[src/rtl/intc_pend.sv]
// intc_pend: pending/arbitration front end for the pr_enc priority encoder.
// Edge-detects accelerator done lines, latches pending events, and presents
// one unmasked pending source at a time until end-of-interrupt.
module intc_pend #(
    parameter int N_SRC = 4
) (
    input  logic                       clk,
    input  logic                       rst,
    input  logic [N_SRC-1:0]           acc_done,
    input  logic [N_SRC-1:0]           irq_mask,
    input  logic                       eoi,
    input  logic [N_SRC-1:0]           ovr_clr,
    output logic [N_SRC-1:0]           done,
    output logic                       isr_busy,
    output logic [$clog2(N_SRC)-1:0]   isr_id,
    output logic [N_SRC-1:0]           pending,
    output logic [N_SRC-1:0]           overrun
);
    localparam int IW = $clog2(N_SRC);

    typedef enum logic [1:0] {
        S_IDLE    = 2'b00,
        S_SERVICE = 2'b01,
        S_GAP     = 2'b10
    } state_t;

    state_t            r_state, w_state_nxt;
    logic [N_SRC-1:0]  r_acc_q;
    logic [N_SRC-1:0]  r_pending;
    logic [N_SRC-1:0]  r_overrun;
    logic [N_SRC-1:0]  r_done, w_done_nxt;
    logic              r_busy, w_busy_nxt;
    logic [IW-1:0]     r_isr_id, w_isr_id_nxt;

    logic [N_SRC-1:0]  w_rise;
    logic [N_SRC-1:0]  w_clr;
    logic [N_SRC-1:0]  w_cand;
    logic [IW-1:0]     w_sel;
    logic [N_SRC-1:0]  w_one;

    assign w_rise = acc_done & ~r_acc_q;
    assign w_cand = r_pending & irq_mask;
    assign w_one  = {{(N_SRC-1){1'b0}}, 1'b1};

    // Only the in-service source can be retired, and only by eoi in SERVICE.
    assign w_clr = (r_state == S_SERVICE && eoi) ? (w_one << r_isr_id) : '0;

    // Lowest set index wins (source 0 highest priority, as in pr_enc).
    always_comb begin
        w_sel = '0;
        for (int i = N_SRC-1; i >= 0; i--) begin
            if (w_cand[i]) w_sel = IW'(i);
        end
    end

    // Edge-detect register plus pending/overrun bookkeeping; set beats clear.
    always_ff @(posedge clk or negedge rst) begin
        if (!rst) begin
            r_acc_q   <= '0;
            r_pending <= '0;
            r_overrun <= '0;
        end else begin
            r_acc_q   <= acc_done;
            r_pending <= (r_pending & ~w_clr) | w_rise;
            r_overrun <= (r_overrun & ~ovr_clr) | (w_rise & r_pending & ~w_clr);
        end
    end

    // FSM state and registered presentation outputs.
    always_ff @(posedge clk or negedge rst) begin
        if (!rst) begin
            r_state  <= S_IDLE;
            r_done   <= '0;
            r_busy   <= 1'b0;
            r_isr_id <= '0;
        end else begin
            r_state  <= w_state_nxt;
            r_done   <= w_done_nxt;
            r_busy   <= w_busy_nxt;
            r_isr_id <= w_isr_id_nxt;
        end
    end

    // Next-state and next-output decode; no pre-emption while in SERVICE.
    always_comb begin
        w_state_nxt  = r_state;
        w_done_nxt   = r_done;
        w_busy_nxt   = r_busy;
        w_isr_id_nxt = r_isr_id;
        case (r_state)
            S_IDLE: begin
                w_done_nxt = '0;
                w_busy_nxt = 1'b0;
                if (w_cand != '0) begin
                    w_state_nxt  = S_SERVICE;
                    w_isr_id_nxt = w_sel;
                    w_done_nxt   = w_one << w_sel;
                    w_busy_nxt   = 1'b1;
                end
            end
            S_SERVICE: begin
                if (eoi) begin
                    w_state_nxt = S_GAP;
                    w_done_nxt  = '0;
                    w_busy_nxt  = 1'b0;
                end
            end
            S_GAP: begin
                // One dead cycle so pr_enc drops irq between services.
                w_state_nxt = S_IDLE;
                w_done_nxt  = '0;
                w_busy_nxt  = 1'b0;
            end
            default: begin
                w_state_nxt = S_IDLE;
                w_done_nxt  = '0;
                w_busy_nxt  = 1'b0;
            end
        endcase
    end

    assign done     = r_done;
    assign isr_busy = r_busy;
    assign isr_id   = r_isr_id;
    assign pending  = r_pending;
    assign overrun  = r_overrun;

endmodule

[config.mk]
export PLATFORM = sky130hd
export DESIGN_NAME = intc_pend
export DESIGN_NICKNAME = d
export VERILOG_FILES = /design/src/rtl/intc_pend.sv
export SDC_FILE = /design/constraint.sdc
export NUM_CORES = 1
export LEC_CHECK = 0
export BUFFER_PORTS_ARGS = -buffer_cell sky130_fd_sc_hd__buf_4
export CAP_MARGIN = 20
export CORE_MARGIN = 2
export CORE_UTILIZATION = 43
export DETAILED_ROUTE_END_ITERATION = 16
export PLACE_DENSITY = 0.73
export REMOVE_ABC_BUFFERS = 1
export SETUP_SLACK_MARGIN = 0.05
export SYNTH_ARGS = -nofsm -noshare
export SYNTH_HDL_FRONTEND = slang
export SYNTH_SLANG_ARGS = --single-unit
[constraint.sdc]
create_clock -name clk -period 1.23 [get_ports clk]
set_clock_uncertainty 0.2 [all_clocks]
set_input_delay 0.123 -clock clk [delete_from_list [all_inputs] [get_ports clk]]
set_output_delay 0.123 -clock clk [all_outputs]
set_load 0.01 [all_outputs]
# Yosys cells after proc, flatten, opt, wreduce, memory -nomap -nowiden
# Cells that the tools add are included.
word_totals:
  inputBits: 15
  reg_bits: 21
  out_inout_bits: 15
  word_cells: 42
classes:
  reduce_logical: 5
  bitwise_logic: 11
  shift: 2
  eq_ne: 3
  mux: 14
ops:
  columns: ["op", "n"]
  rows:
  - ["4-bit bitwise AND", 6]
  - ["2-bit 2-to-1 mux", 6]
  - ["4-bit 2-to-1 mux", 3]
  - ["4-bit NOT", 3]
  - ["4-bit bitwise OR", 2]
  - ["4-bit case mux with 2 select lines", 1]
  - ["1-bit by 2-bit left shift with 4-bit output (first input constant)", 2]
  - ["2-bit != test (second input constant)", 2]
  - ["2-bit case mux with 2 select lines", 1]
  - ["2-bit AND reduction", 2]
  - ["4-bit nonzero test", 1]
  - ["2-bit by 1-bit == test with 1-bit output (second input constant)", 1]
  - ["2-bit zero test", 1]
  - ["1-bit 2-to-1 mux", 2]
  - ["1-bit case mux with 2 select lines", 1]
  - ["1-bit logical AND", 1]

# Depth between registers and ports, before layout
logic_depth:
  depth_word: 8
  depth_mapped: 4
  ltp_nobuf: 3

# Worst setup path before layout
# No wires, ideal clock.
synth_timing:
  kind: "register to register"
  startpoint: "register r_pending[0] (netlist: pending[0])"
  endpoint: "register r_done[2] (netlist: done[2])"
  path_buffers: 0
  t_required_ps: 953
  setup_ps: 77
  synth_period_minus_slack_ps: 1393
  path_slack_ps: -163
  stages_incl_launch_ff: 4
  arrival_ps: 1116
  path_cell_list: "dfrtp_1 > a22o_1 > or3_1 > a21oi_1"
synth_via:
  elab_chain_len: 5
  elab_cells_between_ends: 6
  classes_between: "shift: 1; mux: 3; bitwise: 1; reduce/logical: 1"
synth_lines:
  columns: ["element", "line", "text"]
  rows:
  - ["from (decl)", "29", "logic [N_SRC-1:0] r_pending;"]
  - ["from (signal assigned)", "64", "r_pending <= (r_pending & ~w_clr) | w_rise;"]
  - ["4-bit bitwise AND (*)", "42", "assign w_cand = r_pending & irq_mask;"]
  - ["2-bit 2-to-1 mux", "52", "if (w_cand[i]) w_sel = IW'(i);"]
  - ["1-bit by 2-bit left shift with 4-bit output", "97", "w_done_nxt = w_one << w_sel;"]
  - ["4-bit 2-to-1 mux (*)", "94", "if (w_cand != '0) begin"]
  - ["4-bit case mux with 2 select lines (*)", "90", "case (r_state)"]
  - ["to (signal assigned)", "78", "r_done <= w_done_nxt;"]
  - ["to (decl)", "31", "logic [N_SRC-1:0] r_done, w_done_nxt;"]
# Mark *: on every way between the ends. The rest lies on a longest branch, timed or not.
# A chain may end at the register's enable or synchronous reset.

# Worst setup path after layout
layout_timing:
  startpoint: "register r_pending[2] (netlist: pending[2])"
  endpoint: "register r_done[3] (netlist: done[3])"
layout_via:
  elab_chain_len: 7
  elab_cells_between_ends: 8
  classes_between: "shift: 1; mux: 5; bitwise: 1; reduce/logical: 1"
layout_lines:
  columns: ["element", "line"]
  rows:
  - ["4-bit bitwise AND (*)", "42"]
  - ["2-bit 2-to-1 mux (3 in a row)", "52"]
  - ["1-bit by 2-bit left shift with 4-bit output", "97"]
  - ["4-bit 2-to-1 mux (*)", "94"]
  - ["4-bit case mux with 2 select lines (*)", "90"]
# Marked as above.

==> results.toml <==
[clocking]
clk_pin_slew_ns = 0.11
htree_num_levels = 1
clock_latency_ns = 0.30
cts_tree = "built"
cts-buffers-inserted = 3
clockRootBuffer = "clkbuf_4"
clk_path_buf_depth = 2
cts_num_sinks = 21

[setup_path]
worst_setup_path_start_kind = "register"
critPathSlowestCell = "a222oi_1"
cp_cell_sequence = "a222oi_1 > buf_4 > nand4_1 > o21ai_1"
arrival_ns = 1.51
critPathMaxStageDelay_ns = 0.44
cp-end-kind = "register"
worstRegToRegCells = 4
required_ns = 1.26
cp_max_fo = 2
critPathKind = "reg2reg"

[sta]
whs_ns = -0.00170
drv_slew = 0
setup_tns_ns = -1.83
worst-slew-pin-transition_ns = 0.414
period_minus_slack_ns = 1.48
slew_headroom = 0.724
clock.fmax_mhz = 676
setup_ws_ns = -0.249
rsz0062_at_grt = "yes"
finalHoldViolCount = 1
setup_viol = 21
min_period_over_period = 1.20

[power]
p_leak_nw = 0.750
powerDensity_nw_per_um2 = 2000
peakVddDrop_mv = 1.41

[routing]
drt-pass1-iter-count = 4
drtIter0Drc = 20
drcViolationCount = 0
drt-wirelength-per-cell_um = 16.4
ant_nets = 0
vias = 906
post_drt_via_cell_ratio = 5.33
drt-total-wl_mm = 2.79

[synth]
synthCells = 78
avgSynthCellArea_um2 = 11.1
syn_area_um2 = 863
yosysWarningCount = 0
synth_cell_types = 25
synth_seq_cells = 21
ys_seq_area_frac = 0.609

[floorplanning]
dieArea_um2 = 2380
start_util = 0.449
die_h_um = 48.8
core.rowCount = 16
fp.dieW_um = 48.8
ios = 30
coreArea_um2 = 1920

[grt]
antenna_found_initial = 0
grt_max_degree = 22
overflow = 0
grt_pass1_vias = 875
grt_util_all_layers = 0.221
grt_pass1_wl_mm = 4.04

[run]
drv_cap = 0

[layout]
antenna_cells = 0
final_cell_mix = "buf_4, buf_6, dfrtp_1, dlygate4sd3_1, nand2_1"
final_common_cell = "buf_4"
multi_input_comb_area_um2 = 409
fillerInstances = 120
register_area_um2 = 531
post-route-util = 0.836
drive_above_1_share = 0.538
nets = 159
syn_to_final_growth_pct = 86.1

[outcome]
run_status = "finished, violations left"
violations = "hold timing, setup timing"

[place]
portBuffers = 29
gp_congestion = 0.841
dp_hpwl_mm = 1.48

[min_path]
min_path_type = "in2reg"
holdPathStages = 3
==> metrics by stage <==
stage | instances | cell area [um2] | power, mW | setup slack [ns]
finish | 170 | 1610 | 3.21 | -0.249
global route | 170 | 1610 | 3.39 | -0.332
CTS | 164 | 1490 | 2.93 | -0.158
detailed placement | 140 | 1160 | 2.10 | -0.159
global placement | 140 | 1160 | 2.08 | -0.137
floorplan | 76 | 851 | 1.51 | -0.164
==> area by class of cell <==
| type | count | share of cell area |
|---|---|---|
| sequential | 21 | 0.330 |
| tap | 27 | 0.0210 |
| timing repair buffer | 63 | 0.364 |
| inverter | 6 | 0.0140 |
| multi-input combinational | 49 | 0.255 |
| clock buffer | 4 | 0.0164 |
==> cell usage after synthesis <==
| cell type | instances | area share |
|---|---|---|
| nand2_1 | 11 | 0.048 |
| o31ai_1 | 1 | 0.0087 |
| a211oi_1 | 2 | 0.017 |
| o22ai_1 | 4 | 0.029 |
| buf_4 | 1 | 0.0087 |
| a21oi_1 | 3 | 0.017 |
| and3b_1 | 2 | 0.020 |
| a22o_1 | 1 | 0.010 |
| dfrtp_1 | 21 | 0.61 |
| a22oi_1 | 1 | 0.0087 |
| nand2b_1 | 8 | 0.058 |
| nand3b_1 | 2 | 0.017 |
| o21ai_0 | 3 | 0.017 |
| nor2_1 | 1 | 0.0043 |
| a211o_1 | 2 | 0.020 |
| inv_1 | 6 | 0.026 |
| a2bb2oi_1 | 1 | 0.010 |
| or3_1 | 1 | 0.0073 |
| a222oi_1 | 1 | 0.012 |
| a31o_2 | 1 | 0.010 |
| a21boi_0 | 1 | 0.0087 |
| nor2b_1 | 1 | 0.0073 |
| nand4_1 | 1 | 0.0073 |
| a32o_1 | 1 | 0.012 |
| buf_2 | 1 | 0.0058 |
==> sequential cells by signal (all words and copies together), names as in the netlist <==
name      cells
isr_busy      1
r_acc_q       4
isr_id        2
pending       4
r_state       2
overrun       4
done          4
==> per-layer routing <==
layer	vias to the layer above	track usage	share of wire
met1	451	0.282	0.39
li1	412	-	-
met4	0	0.0810	0.020
met3	6	0.0307	0.041
met5	-	0	0
met2	37	0.384	0.55
==> logic make-up (layout without fill, tap and decap cells) <==
logic type / after synthesis / after routing / share of synthesized area
DFF: 21 / 21 / 0.609
and+or+nand+nor: 27 / 27 / 0.170
buffers and inverters: 8 / 73 / 0.0406
AOI/OAI and AO/OA: 22 / 22 / 0.181
==> path summary, 6_finish.rpt <==
kind	start	end	slack, ns
min in group asynchronous	rst	r_acc_q[2]	0.05
worst max-delay path	pending[2]	done[3]	-0.25
worst min-delay path	irq_mask[2]	isr_id[0]	-0.002
max in group asynchronous	rst	r_state[1]	0.55
worst max register to register	pending[2]	done[3]	-0.25
worst min register to register	r_acc_q[2]	pending[2]	0.32
==> power by group <==
group	switching [mW]	internal [mW]
clock network	0.205	0.126
registers	0.188	0.895
logic	0.745	1.05
total	1.14	2.08
==> what timing repair did <==
action	4_1_cts	5_1_grt
resized for setup	36	19
pin swaps	21	9
setup endpoints to repair	22	31
buffers inserted	9	5
hold buffers	11	2
endpoints found under the hold margin	40	4
==> worst max-delay path, delay by kind of cell, from the launching register on <==
family / cells / cell delay [ns]
buffers and inverters: 1 / 0.18
and+or+nand+nor: 1 / 0.09
AOI/OAI and AO/OA: 2 / 0.54
DFF: 1 / 0.40
Power figures use the tool's default switching activity.
